`config.mk`:
```
export PLATFORM = sky130hd
export DESIGN_NAME = gc_poller
export DESIGN_NICKNAME = d
export VERILOG_FILES = /design/src/rtl/gc_pkg.sv /design/src/rtl/gc_sync.sv /design/src/rtl/gc_poller.sv
export SDC_FILE = /design/constraint.sdc
export NUM_CORES = 1
export LEC_CHECK = 0
export BUFFER_PORTS_ARGS = -buffer_cell sky130_fd_sc_hd__buf_2
export CELL_PAD_IN_SITES_DETAIL_PLACEMENT = 1
export CELL_PAD_IN_SITES_GLOBAL_PLACEMENT = 1
export CORE_ASPECT_RATIO = 0.6
export CORE_MARGIN = 2
export CORE_UTILIZATION = 50
export CTS_BUF_LIST = sky130_fd_sc_hd__clkbuf_16
export DETAILED_ROUTE_END_ITERATION = 10
export PLACE_DENSITY = 0.92
export SLEW_MARGIN = 20
export SYNTH_ARGS = -nofsm -noshare
export SYNTH_HDL_FRONTEND = slang
export SYNTH_SLANG_ARGS = --single-unit
```
`constraint.sdc`:
```
create_clock -name clk -period 7.62 [get_ports clk]
set_input_delay 0.762 -clock clk [delete_from_list [all_inputs] [get_ports clk]]
set_output_delay 0.762 -clock clk [all_outputs]
set_load 0.02 [all_outputs]
```
`src/rtl/gc_pkg.sv`:
```
// gc_pkg: shared state encoding and protocol constants for the GameCube poller.
// Bit-cell timing is in microseconds; the poller scales it by CLKS_PER_US.
package gc_pkg;

  typedef enum logic [2:0] {
    IDLE    = 3'd0,
    TX_BIT  = 3'd1,
    TX_STOP = 3'd2,
    RX_WAIT = 3'd3,
    RX_BIT  = 3'd4,
    DONE    = 3'd5
  } gc_state_t;

  localparam logic [23:0] GC_POLL_CMD = 24'h400300;
  localparam int GC_CMD_BITS = 24;

  localparam int GC_SHORT_US = 1;
  localparam int GC_HALF_US  = 2;
  localparam int GC_LONG_US  = 3;
  localparam int GC_CELL_US  = 4;

  localparam int GC_RESP_BITS = 64;

endpackage

```
`src/rtl/gc_sync.sv`:
```
// gc_sync: two-flop synchronizer for the controller data line
// plus a falling-edge detector on the synchronized value.
module gc_sync (
  input  logic clk,
  input  logic reset,
  input  logic data_in,
  output logic data_s,
  output logic fall
);

  logic s1;
  logic s2;
  logic s2_d;

  always_ff @(posedge clk or negedge reset) begin
    if (!reset) begin
      s1   <= 1'b0;
      s2   <= 1'b0;
      s2_d <= 1'b0;
    end else begin
      s1   <= data_in;
      s2   <= s1;
      s2_d <= s2;
    end
  end

  assign data_s = s2;
  assign fall   = s2_d & ~s2;

endmodule

```
`src/rtl/gc_poller.sv`:
```
// gc_poller: polls a GameCube controller over its open-drain data line.
// Define GC_POLLER_RUMBLE_EN to add the rumble input (drives command bit 0).
module gc_poller
  import gc_pkg::*;
#(
  parameter int CLKS_PER_US   = 50,
  parameter int RX_TIMEOUT_US = 100
) (
  input  logic                    clk,
  input  logic                    reset,
  input  logic                    poll_tick,
`ifdef GC_POLLER_RUMBLE_EN
  input  logic                    rumble,
`endif
  input  logic                    data_in,
  output logic                    data_oe,
  output logic [GC_RESP_BITS-1:0] buttons,
  output logic                    valid,
  output logic                    busy,
  output logic                    timeout
);

  localparam int T_SHORT = GC_SHORT_US * CLKS_PER_US;
  localparam int T_HALF  = GC_HALF_US * CLKS_PER_US;
  localparam int T_LONG  = GC_LONG_US * CLKS_PER_US;
  localparam int T_CELL  = GC_CELL_US * CLKS_PER_US;
  localparam int T_TO    = RX_TIMEOUT_US * CLKS_PER_US;
  localparam int T_MAX   = (T_CELL > T_TO) ? T_CELL : T_TO;
  localparam int CW      = $clog2(T_MAX + 1);
  localparam int RXW     = $clog2(GC_RESP_BITS);

  localparam logic [CW-1:0] C_SHORT   = CW'(T_SHORT);
  localparam logic [CW-1:0] C_LONG    = CW'(T_LONG);
  localparam logic [CW-1:0] C_STOP_M1 = CW'(T_SHORT - 1);
  localparam logic [CW-1:0] C_HALF_M1 = CW'(T_HALF - 1);
  localparam logic [CW-1:0] C_CELL_M1 = CW'(T_CELL - 1);
  localparam logic [CW-1:0] C_TO      = CW'(T_TO);

  localparam logic [RXW-1:0] RX_LAST  = RXW'(GC_RESP_BITS - 1);
  localparam logic [4:0]     TX_FIRST = 5'(GC_CMD_BITS - 1);

  gc_state_t state;
  gc_state_t state_n;

  logic [CW-1:0]           cnt;
  logic [4:0]              bit_idx;
  logic [23:0]             cmd_q;
  logic [RXW-1:0]          rx_cnt;
  logic [GC_RESP_BITS-1:0] shreg;
  logic [GC_RESP_BITS-1:0] btn_q;
  logic                    tick_d;
  logic                    armed;

  logic ds;
  logic fall;
  logic req;
  logic tx_bit;
  logic cell_end;
  logic stop_end;
  logic samp;
  logic expire;
  logic cnt_clr;
  logic cmd_lsb;

  gc_sync u_sync (
    .clk     (clk),
    .reset   (reset),
    .data_in (data_in),
    .data_s  (ds),
    .fall    (fall)
  );

`ifdef GC_POLLER_RUMBLE_EN
  assign cmd_lsb = rumble;
`else
  assign cmd_lsb = GC_POLL_CMD[0];
`endif

  // armed blocks a poll until poll_tick has been seen low after reset
  assign req      = poll_tick & ~tick_d & armed;
  assign tx_bit   = cmd_q[bit_idx];
  assign cell_end = (cnt == C_CELL_M1);
  assign stop_end = (cnt == C_STOP_M1);
  assign samp     = (cnt == C_HALF_M1);
  assign expire   = ((state == RX_WAIT) || (state == RX_BIT))
                    && (cnt == C_TO) && !fall;

  always_ff @(posedge clk or negedge reset) begin
    if (!reset) state <= IDLE;
    else        state <= state_n;
  end

  always_comb begin
    state_n = state;
    unique case (state)
      IDLE:    if (req) state_n = TX_BIT;
      TX_BIT:  if (cell_end && bit_idx == '0) state_n = TX_STOP;
      TX_STOP: if (stop_end) state_n = RX_WAIT;
      RX_WAIT: begin
        if (fall)        state_n = RX_BIT;
        else if (expire) state_n = IDLE;
      end
      RX_BIT: begin
        if (expire)                         state_n = IDLE;
        else if (samp && rx_cnt == RX_LAST) state_n = DONE;
      end
      DONE:    state_n = IDLE;
      default: state_n = IDLE;
    endcase
  end

  always_comb begin
    data_oe = 1'b0;
    unique case (state)
      TX_BIT:  data_oe = (cnt < (tx_bit ? C_SHORT : C_LONG));
      TX_STOP: data_oe = 1'b1;
      default: data_oe = 1'b0;
    endcase
    busy    = (state != IDLE);
    valid   = (state == DONE);
    timeout = expire;
    buttons = (state == DONE) ? shreg : btn_q;
  end

  // every falling edge in RX_BIT restarts the bit and the gap timer
  assign cnt_clr = (state_n != state)
                 || (state == IDLE)
                 || ((state == TX_BIT) && cell_end)
                 || ((state == RX_BIT) && fall);

  always_ff @(posedge clk or negedge reset) begin
    if (!reset) begin
      cnt     <= '0;
      bit_idx <= '0;
      cmd_q   <= '0;
      rx_cnt  <= '0;
      shreg   <= '0;
      btn_q   <= '0;
      tick_d  <= 1'b0;
      armed   <= 1'b0;
    end else begin
      tick_d <= poll_tick;
      if (!poll_tick) armed <= 1'b1;
      cnt <= cnt_clr ? '0 : cnt + 1'b1;
      if ((state == IDLE) && req) begin
        cmd_q   <= {GC_POLL_CMD[23:1], cmd_lsb};
        bit_idx <= TX_FIRST;
        rx_cnt  <= '0;
      end
      if ((state == TX_BIT) && cell_end) bit_idx <= bit_idx - 1'b1;
      if ((state == RX_BIT) && samp) begin
        shreg  <= {shreg[GC_RESP_BITS-2:0], ds};
        rx_cnt <= rx_cnt + 1'b1;
      end
      if (state == DONE) btn_q <= shreg;
    end
  end

endmodule

```
==> results.md, run 1 <==
- Sequential fraction of the synthesis area: 60.1%
- Final-report hold violation count: 0
- EDFF count, synth: 0
- Final wirelength: between 15000 and 20000 µm
- Total Power: 1.75 mW
- Antenna-violating nets left: 0
- First-pass GRT wire length: 29200 µm
- Post_cts resized: 0
- CP max FO: 4
- Die area: 14400 µm²
- Clock Skew: approximately 0.0076 ns
- Antenna cells: 0
- Share of power burned in registers: 48.8%
- Logic pwr share: 1.1%
- Clock Power Share: approximately half
- Root Buffer: clkbuf_16
- Nets: ~690
- Leakage Power: 4.20 nW
- Net Switching: 404 µW
- Clk Latency, worst-skew pair: 0.43 ns
- Unrepaired setup endpoints after global routing: false
- CTS tree: done
- CP Launch Type: flop
- Crit share post-route: 55.1%
- Via density per instance: roughly 5.6
- Kind of critical path: reg -> out
- Mean area per synthesized cell: 10.9 µm²
- Met3 GRT Util: under 10%
- Total track usage: a little over a quarter
- Switching Fraction: ~23%
- Final setup vio count: 0
- Syn_nets: roughly 630
- Slew margin rel.: 39.1%
- WL/cell: 20.9 µm
- DP HPWL: 10700 µm
- Via count: 4840
- Ys async rst share: 100%
- CTS sink count: 161
- Hold Buf Count CTS: 0
- Status: completed
- Worst-path clk slew: ~0.070 ns
- Initial antenna violation count: 0
- Count of unique library cells instantiated by Yosys: 53
- CTS max path bufs: 2
- FMAX: roughly 0.24 GHz
- Yosys Warn Count: 0
- Initial core utilization: 51.6%
- Ratio of cells with drive above 1 in the final layout: 26.1%
- H-tree lvl count: 4
- Final core utilization: about three fifths
- Gp weighted congestion: 0.842
- GRT busiest layer: met2
- Final Critical Period: 4.20 ns
- Met1 GRT Util: 33.1%
- Vias in the first global route: between 5000 and 6000
- Ys flop type: dfrtp_1
- Fill cell count: 1391
- Synth area leader: dfrtp_1
- DP Area: slightly above 7000 µm²
- Met2 GRT Util: 45.2%
- I/O Buffers: 71
- Rows: 32
- Final setup TNS: 0 ns
- CTS buffer count: 17
- Worst Setup End Kind: output pin
- Peak VDD IR: around 0.00013 V
- Synth area leaders: dfrtp_1, nand2_1, mux2_2
- WP data arrival: 3.43 ns
- Post-Syn Area: ~6700 µm²
- Layout area overhead: 16.1%
- Slew Viols, Final: 0
- Seq cells post-synth: 161
- Max-cap violations: 0
- 1st-pass router iterations: 4
- Core Area: 13000 µm²
- Gr ovfl total: 0
- Final Cell Area: 7780 µm²
- Initial DRC Count: 403
- Tightest Hold Check Type: reg -> reg
- DIE HEIGHT: 93.7 µm
- Required @ worst endpoint: 6.86 ns
- Worst-margin pin slew: 0.914 ns
- Cells after Synth: 613
- Largest net degree at the start of global routing: 92
- Die Wd: 153 µm
- Post-CTS Setup Bufs: 0
- Drc violations: 0
- Area share of the largest cell type after synthesis: around 60%
- P_int: approximately 1.4 mW
- Hold_ws: 0.357 ns
- I/O Pins: 72
- Pwr dens: 226 nW/µm²
==> kinds of logic after synthesis <==
kind of cell | Yosys count | share of synthesized area [%]
and+or+nand+nor | 278 | 18.2
xor gates and xnor gates | 12 | 1.57
muxes | 65 | 10.9
DFF | 161 | 60.1
adders and majority gates | 9 | 1.68
AOI/OAI and AO/OA | 47 | 4.97
buffers and inverters | 41 | 2.58
==> final timing paths <==
| path | startpoint | endpoint | slack [ns] | depth (start not counted) |
|---|---|---|---|---|
| min in group asynchronous | reset | btn_q[8] | 0.39 | 1 |
| min reg2reg | u_sync.s1 | u_sync.data_s | 0.36 | 0 |
| min | u_sync.s1 | u_sync.data_s | 0.36 | 0 |
| max | bit_idx[1] | data_oe | 3.42 | 10 |
| max in group asynchronous | reset | btn_q[27] | 5.77 | 2 |
| max reg2reg | cnt[0] | rx_cnt[2] | 4.42 | 8 |
==> cells in the final DEF, fill, tap and decap left out, types with 3 or more instances in the layout <==
cell type  Yosys  final
o31ai_1        4      4
clkinv_4       0      3
inv_6          0      4
xnor2_1        6      6
nand2b_1       4      4
dfrtp_1      161    161
inv_1          9      9
and3_1         8      8
nor4b_1        4      4
xor2_1         6      6
a21oi_2       10     10
mux2_2        59     59
buf_2          6     70
inv_8          0      3
nor2_1        13     13
nor3_1         5      5
clkbuf_16      0     17
nand2_1      209    209
buf_4          1      5
a21oi_1        8      8
nand3_1       11     10
ha_1           9      9
nor4_1         3      3
o21ai_0       10     10
mux2_1         5      5
==> critical path, cell delays in order (launching register included) <==
cell       delay (ns)
dfrtp_1          0.41
inv_1            0.11
nor4_1           0.36
o21a_1           0.24
ha_1             0.26
a211o_1          0.32
a311o_1          0.35
a2111oi_0        0.51
a21oi_1          0.10
nor2_1           0.16
buf_2            0.19
==> metal layers <==
metal	share of wire, %	vias up
li1	-	2159
met1	42	2490
met2	50	150
met3	4.7	41
met4	3.0	0
met5	0	-
==> per-stage QoR <==
stage | setup WS (ns) | cells
global route | 3.21 | 859
global placement | 4.29 | 827
detailed placement | 4.07 | 827
finish | 3.42 | 859
floorplan | 4.42 | 613
CTS | 3.45 | 859
==> Yosys cell counts (all sizes together), types with 2 or more instances <==
cell,n
xnor2,6
inv,9
nor3,5
clkbuf,16
and3,8
dfrtp,161
nor4,3
o31ai,4
xor2,6
mux2,64
nand4,2
nor2b,2
or3,2
a21oi,18
o21ai,12
a211o,2
nor4bb,2
nand3,11
o21a,2
a311o,2
ha,9
or4bb,2
nand3b,2
nor4b,4
nor2,13
nand2,209
nand2b,4
buf,16
==> power groups by stage <==
stage | clock network [mW] | logic [mW] | registers (mW)
6_report | 0.880 | 0.0191 | 0.856
5_1_grt | 0.926 | 0.0224 | 0.855
4_1_cts | 0.894 | 0.0201 | 0.856
3_5_place_dp | 0 | 0.0198 | 0.872
3_3_place_gp | 0 | 0.0190 | 0.872
2_1_floorplan | 0 | 0.000969 | 0.872
==> cell type report <==
type	instances	area (µm²)	share of cell area, %
inverters	9	35.0	0.450
well taps	170	213	2.73
clock buffers	17	425	5.47
repair buffers	76	399	5.13
multi-input cells	411	2500	32.2
clock inverters	15	174	2.24
flip-flops and latches	161	4030	51.8
==> sequential cells by signal (all words and copies together) (netlist names) <==
signal         flops
rx_cnt             6
u_sync.s1          1
state              3
shreg             64
tick_d             1
cmd_q              1
cnt               13
bit_idx            5
btn_q             64
u_sync.data_s      1
armed              1
u_sync.s2_d        1
(Power assumes the default switching activity.)
==> run 2: changes to the inputs <==
--- a/config.mk
+++ b/config.mk
@@ -10,10 +10,10 @@
 export CELL_PAD_IN_SITES_GLOBAL_PLACEMENT = 1
 export CORE_ASPECT_RATIO = 0.6
 export CORE_MARGIN = 2
-export CORE_UTILIZATION = 50
+export CORE_UTILIZATION = 46
 export CTS_BUF_LIST = sky130_fd_sc_hd__clkbuf_16
 export DETAILED_ROUTE_END_ITERATION = 10
-export PLACE_DENSITY = 0.92
+export PLACE_DENSITY = 0.87
 export SLEW_MARGIN = 20
 export SYNTH_ARGS = -nofsm -noshare
 export SYNTH_HDL_FRONTEND = slang
==> constraint.sdc (replaced) <==
create_clock -name clk -period 4.4 [get_ports clk]
set_input_delay 0.44 -clock clk [delete_from_list [all_inputs] [get_ports clk]]
set_output_delay 0.44 -clock clk [all_outputs]
set_load 0.02 [all_outputs]
==> results.md, run 2 (same netlist as run 1, synthesis figures left out) <==
- Slew Viols, Final: 0 (unchanged)
- Die area: 15600 µm² (+8.4%)
- Unrepaired setup endpoints after global routing: false
- Hold_ws: 0.0363 ns (-0.321 ns)
- Vias in the first global route: 5263 (-1.8%)
- Leakage Power: 4.22 nW (+0.40%)
- Antenna-violating nets left: 0 (unchanged)
- 1st-pass router iterations: 4 (unchanged)
- Drc violations: 0 (unchanged)
- Required @ worst endpoint: 3.96 ns (-2.90 ns)
- WP data arrival: 3.22 ns (-0.21 ns)
- Layout area overhead: 17.2%
- Ratio of cells with drive above 1 in the final layout: 26.2% (+0.038 points)
- Tightest Hold Check Type: in -> async
- Initial antenna violation count: 0 (unchanged)
- H-tree lvl count: 4 (unchanged)
- Die Wd: 160 µm (+4.1%)
- WL/cell: 18.5 µm (-12%)
- Worst-path clk slew: 0.07 ns (about the same)
- CTS buffer count: 17 (unchanged)
- Commonest non-fill, non-tap cells in the layout: nand2_1, dfrtp_1, buf_2
- Antenna cells: 0 (unchanged)
- Nets: 688 (-0.15%)
- Gr ovfl total: 0 (unchanged)
- Final-report hold violation count: 0 (unchanged)
- Hold Buf Count CTS: 0 (unchanged)
- I/O Pins: 72 (unchanged)
- Core Area: 14400 µm² (+11%)
- Via count: 4726 (-2.4%)
- Total track usage: 22.6% (-3.9 points)
- CP Launch Type: flop
- Worst Setup End Kind: output pin
- Status: completed
- First-pass GRT wire length: 27800 µm (-5.0%)
- Kind of critical path: reg -> out
- I/O Buffers: 71 (unchanged)
- Pwr dens: 391 nW/µm² (+73%)
- Crit share post-route: 83.3%
- Gp weighted congestion: 0.839 (-0.34%)
- Initial core utilization: 46.6% (-5.1 points)
- Final wirelength: 16400 µm (-8.8%)
- CTS sink count: 161 (unchanged)
- Rows: 34 (+6.3%)
- Peak VDD IR: 0.000191 V (+43%)
- FMAX: 0.273 GHz
- CP max FO: 4 (unchanged)
- Worst-margin pin slew: 0.866 ns (-0.0480 ns)
- Post_cts resized: 0 (unchanged)
- DP HPWL: 10300 µm (-3.6%)
- Via density per instance: 5.33 (-5.3%)
- Root Buffer: clkbuf_16
- Biggest regs: btn_q x64, shreg x64, cnt x13
- Final core utilization: 54.6% (-5.4 points)
- Initial DRC Count: 308 (-24%)
- Final Critical Period: 3.66 ns
- Slew margin rel.: 42.3% (+3.2 points)
- Clock Skew: 0.00735 ns (-0.000255 ns)
- Post-CTS Setup Bufs: 0 (unchanged)
- CTS max path bufs: 2 (unchanged)
- Final setup vio count: 0 (unchanged)
- Max-cap violations: 0 (unchanged)
- Clk Latency, worst-skew pair: 0.42 ns (about the same)
- CTS tree: done
- DIE HEIGHT: 97.5 µm (+4.1%)
- Final setup TNS: 0 ns (unchanged)
- Commonest non-fill, non-tap cell in the layout: nand2_1
- Largest net degree at the start of global routing: 86 (-6.5%)
[run 2: cell types whose count changed in the layout (fill, tap and decap cells not counted), sizes merged]
cell,previous run,this run
buf,76,75
bufinv,2,3
clkinvlp,2,1
[run 2: metrics by stage]
stage / total power, mW / worst slack, ns / instance area, µm² / cells
floorplan: 1.51 / 1.52 / 6700 / 613
global placement: 1.55 / 1.40 / 7230 / 854
detailed placement: 1.55 / 1.18 / 7230 / 854
CTS: 3.11 / 0.697 / 7850 / 886
global route: 3.18 / 0.503 / 7850 / 886
finish: 3.07 / 0.736 / 7850 / 886
[run 2: power by group]
group          leakage, nW  internal, mW  switching (mW)
clock                0.302         0.911           0.641
sequential            2.16          1.48        0.000962
combinational         1.76       0.00400          0.0298
[run 2: routing by layer]
layer	vias to the layer above	global-route usage [%]	routed length (µm)
li1	2169	-	-
met1	2437	28.5	7200
met2	91	39.4	8420
met3	29	4.27	467
met4	0	8.25	314
met5	-	0	0
[run 2: worst max-delay path: stages (launching register included)]
cell and delay [ns]:
dfrtp_1 0.42, inv_1 0.11, nor4_1 0.36, o21a_1 0.24, ha_1 0.25, a211o_1 0.31, a311o_1 0.35, a2111oi_0 0.43
a21oi_1 0.08, nor2_1 0.10, buf_2 0.17
[run 2: final cells by class]
| type | count | area (µm²) |
|---|---|---|
| clock buffers | 17 | 425 |
| clock inverters | 15 | 193 |
| fillers | 1578 | 6530 |
| inverters | 9 | 35.0 |
| multi-input cells | 411 | 2500 |
| flip-flops and latches | 161 | 4030 |
| well taps | 198 | 248 |
| repair buffers | 75 | 417 |
[run 2: worst paths after layout]
check | from | to | slack [ns] | cells past startpoint
worst max-delay path | bit_idx[1] | data_oe | 0.74 | 10
worst min-delay path | reset | shreg[5] | 0.04 | 1
max in group asynchronous | reset | shreg[15] | 3.44 | 2
worst max register to register | cnt[0] | cnt[1] | 1.68 | 5
min in group clk | data_in | u_sync.s1 | 0.13 | 1
worst min register to register | u_sync.s1 | u_sync.data_s | 0.35 | 0
==> run 3: changes to the inputs <==
--- a/config.mk
+++ b/config.mk
@@ -5,12 +5,13 @@
 export SDC_FILE = /design/constraint.sdc
 export NUM_CORES = 1
 export LEC_CHECK = 0
+export ABC_AREA = 1
 export BUFFER_PORTS_ARGS = -buffer_cell sky130_fd_sc_hd__buf_2
 export CELL_PAD_IN_SITES_DETAIL_PLACEMENT = 1
 export CELL_PAD_IN_SITES_GLOBAL_PLACEMENT = 1
 export CORE_ASPECT_RATIO = 0.6
 export CORE_MARGIN = 2
-export CORE_UTILIZATION = 46
+export CORE_UTILIZATION = 45
 export CTS_BUF_LIST = sky130_fd_sc_hd__clkbuf_16
 export DETAILED_ROUTE_END_ITERATION = 10
 export PLACE_DENSITY = 0.87
==> constraint.sdc (replaced) <==
create_clock -name clk -period 3.7 [get_ports clk]
set_input_delay 0.37 -clock clk [delete_from_list [all_inputs] [get_ports clk]]
set_output_delay 0.37 -clock clk [all_outputs]
set_load 0.02 [all_outputs]
==> results.md, run 3 <==
- Gr ovfl total: 0 (unchanged)
- Post-Syn Area: 6640 µm² (-0.86%)
- Crit share post-route: 86.2%
- Synth area leader: dfrtp_1
- Worst-path clk slew: 0.07 ns (about the same)
- Leakage Power: 3.78 nW (-11%)
- Area share of the largest cell type after synthesis: 60.7% (+0.52 points)
- Peak VDD IR: 0.000259 V (+36%)
- Die area: 15800 µm² (+1.3%)
- Pwr dens: 471 nW/µm² (+21%)
- Syn_nets: 731 (+17%)
- Initial antenna violation count: 0 (unchanged)
- Required @ worst endpoint: 3.33 ns (-0.63 ns)
- Clock Skew: 0.0113 ns (+0.00394 ns)
- CP Launch Type: flop
- Final-report hold violation count: 0 (unchanged)
- Mean area per synthesized cell: 9.25 µm² (-15%)
- Status: completed
- Post_cts resized: 0 (unchanged)
- Initial core utilization: 45.9% (-0.67 points)
- Slew margin rel.: 44.9% (+2.6 points)
- Synth area leaders: dfrtp_1, o21ai_0, nand2_1
- R2r endpoint: btn_q[38]
- DIE HEIGHT: 98.1 µm (+0.64%)
- Hold Buf Count CTS: 0 (unchanged)
- FMAX: 0.313 GHz
- Sequential fraction of the synthesis area: 60.7% (+0.52 points)
- Top cells by count, synth: nand2_1, dfrtp_1, o21ai_0
- Fill cell count: 1666 (+5.6%)
- Drc violations: 0 (unchanged)
- EDFF count, synth: 0 (unchanged)
- CP max FO: 57 (+53)
- Commonest non-fill, non-tap cell in the layout: nand2_1
- DP HPWL: 10900 µm (+5.8%)
- H-tree lvl count: 4 (unchanged)
- Worst Setup End Kind: output pin
- First-pass GRT wire length: 28400 µm (+2.1%)
- Antenna cells: 0 (unchanged)
- CTS sink count: 161 (unchanged)
- I/O Pins: 72 (unchanged)
- Nets: 799 (+16%)
- CTS max path bufs: 2 (unchanged)
- Antenna-violating nets left: 0 (unchanged)
- Largest net degree at the start of global routing: 90 (+4.7%)
- Rows: 34 (unchanged)
- Seq cells post-synth: 161 (unchanged)
- Cells after Synth: 718 (+17%)
- Final setup TNS: 0 ns (unchanged)
- Final core utilization: 54.0% (-0.56 points)
- Root Buffer: clkbuf_16
- Layout area overhead: 17.7%
- R2R setup slack: 1.38 ns (-0.30 ns)
- Yosys Warn Count: 0 (unchanged)
- Ratio of cells with drive above 1 in the final layout: 17.4% (-8.8 points)
- Final wirelength: 16800 µm (+2.7%)
- DP Area: 7200 µm² (-0.47%)
- Core Area: 14500 µm² (+0.59%)
- Via count: 5071 (+7.3%)
- Tightest Hold Check Type: in -> async
- Max-cap violations: 0 (unchanged)
- Reg-to-reg startpoint: state[2]
- Commonest non-fill, non-tap cells in the layout: nand2_1, dfrtp_1, o21ai_0
- Final Cell Area: 7810 µm² (-0.45%)
- Initial DRC Count: 275 (-11%)
- 1st-pass router iterations: 4 (unchanged)
- Count of unique library cells instantiated by Yosys: 31 (-42%)
- CTS buffer count: 17 (unchanged)
- WP data arrival: 2.82 ns (-0.40 ns)
- Hold_ws: 0.00907 ns (-0.0272 ns)
- Slew Viols, Final: 0 (unchanged)
- I/O Buffers: 71 (unchanged)
- Count leader, synth: nand2_1
- WL/cell: 16.9 µm (-8.7%)
- Post-CTS Setup Bufs: 0 (unchanged)
- Final setup vio count: 0 (unchanged)
- Ys flop type: dfrtp_1
- CTS tree: done
- Unrepaired setup endpoints after global routing: false
- Gp weighted congestion: 0.897 (+6.9%)
- Clk Latency, worst-skew pair: 0.43 ns (about the same)
- Worst-margin pin slew: 0.827 ns (-0.0390 ns)
- Kind of critical path: reg -> out
- Ys async rst share: 100% (unchanged)
- Via density per instance: 5.09 (-4.6%)
- FF-to-FF path depth: 6 (+1)
- Vias in the first global route: 5471 (+4.0%)
- Total track usage: 23.1% (+0.45 points)
- Biggest regs: btn_q x64, shreg x64, cnt x13
- Final Critical Period: 3.19 ns
- Die Wd: 161 µm (+0.65%)
==> run 3: final cells by class <==
type,count,area (µm²),share of cell area [%]
clock buffer,17,425,5.44
clock inverter,15,193,2.47
inverter,109,410,5.25
multi-input combinational,420,2090,26.7
sequential,161,4030,51.6
tap,198,248,3.17
timing repair buffer,77,419,5.36
==> run 3: worst max-delay path by stage <==
stage	slack (ns)	endpoint	from
6_report	0.51	buttons[32]	state[2]
5_1_grt	0.23	buttons[33]	state[2]
4_1_cts	0.49	buttons[32]	state[2]
3_5_place_dp	0.97	buttons[32]	state[2]
3_3_place_gp	1.18	buttons[1]	state[1]
2_1_floorplan	1.37	buttons[1]	state[1]
==> run 3: worst max-delay path: stages (launching register included) <==
cell and delay [ns]:
dfrtp_1 0.43, inv_1 0.12, nor3_2 0.23, clkinv_2 0.62
buf_4 0.47, o21ai_0 0.28, buf_2 0.23
==> run 3: kinds of logic after synthesis <==
group                    Yosys count  synth area share [%]
flip-flops                       161                  60.7
AO/OA/AOI/OAI                    145                  11.2
AND/OR/NAND/NOR                  251                  16.5
buffers and inverters            137                  7.99
XOR/XNOR                          15                  1.98
adder cells (fa/ha/maj)            9                  1.70
==> run 3: power by group <==
group	internal [mW]	switching [mW]	total (mW)
clock	1.09	0.797	1.88
combinational	0.00424	0.0350	0.0393
sequential	1.76	0.00101	1.76
total	2.85	0.833	3.68
==> run 3: layer usage <==
layer	up-vias	GRT usage [%]	part of all wire [%]
li1	2402	-	-
met1	2565	30.8	47
met2	92	39.0	49
met3	12	4.50	3.2
met4	0	6.66	0.80
met5	-	0	0
==> run 3: per-stage QoR <==
step	std cells	total power, mW	setup slack (ns)
after global routing	997	3.80	0.232
after detailed placement	965	1.84	0.970
final	997	3.68	0.509
after CTS	997	3.72	0.489
after global placement	965	1.84	1.18
after floorplan	718	1.80	1.37
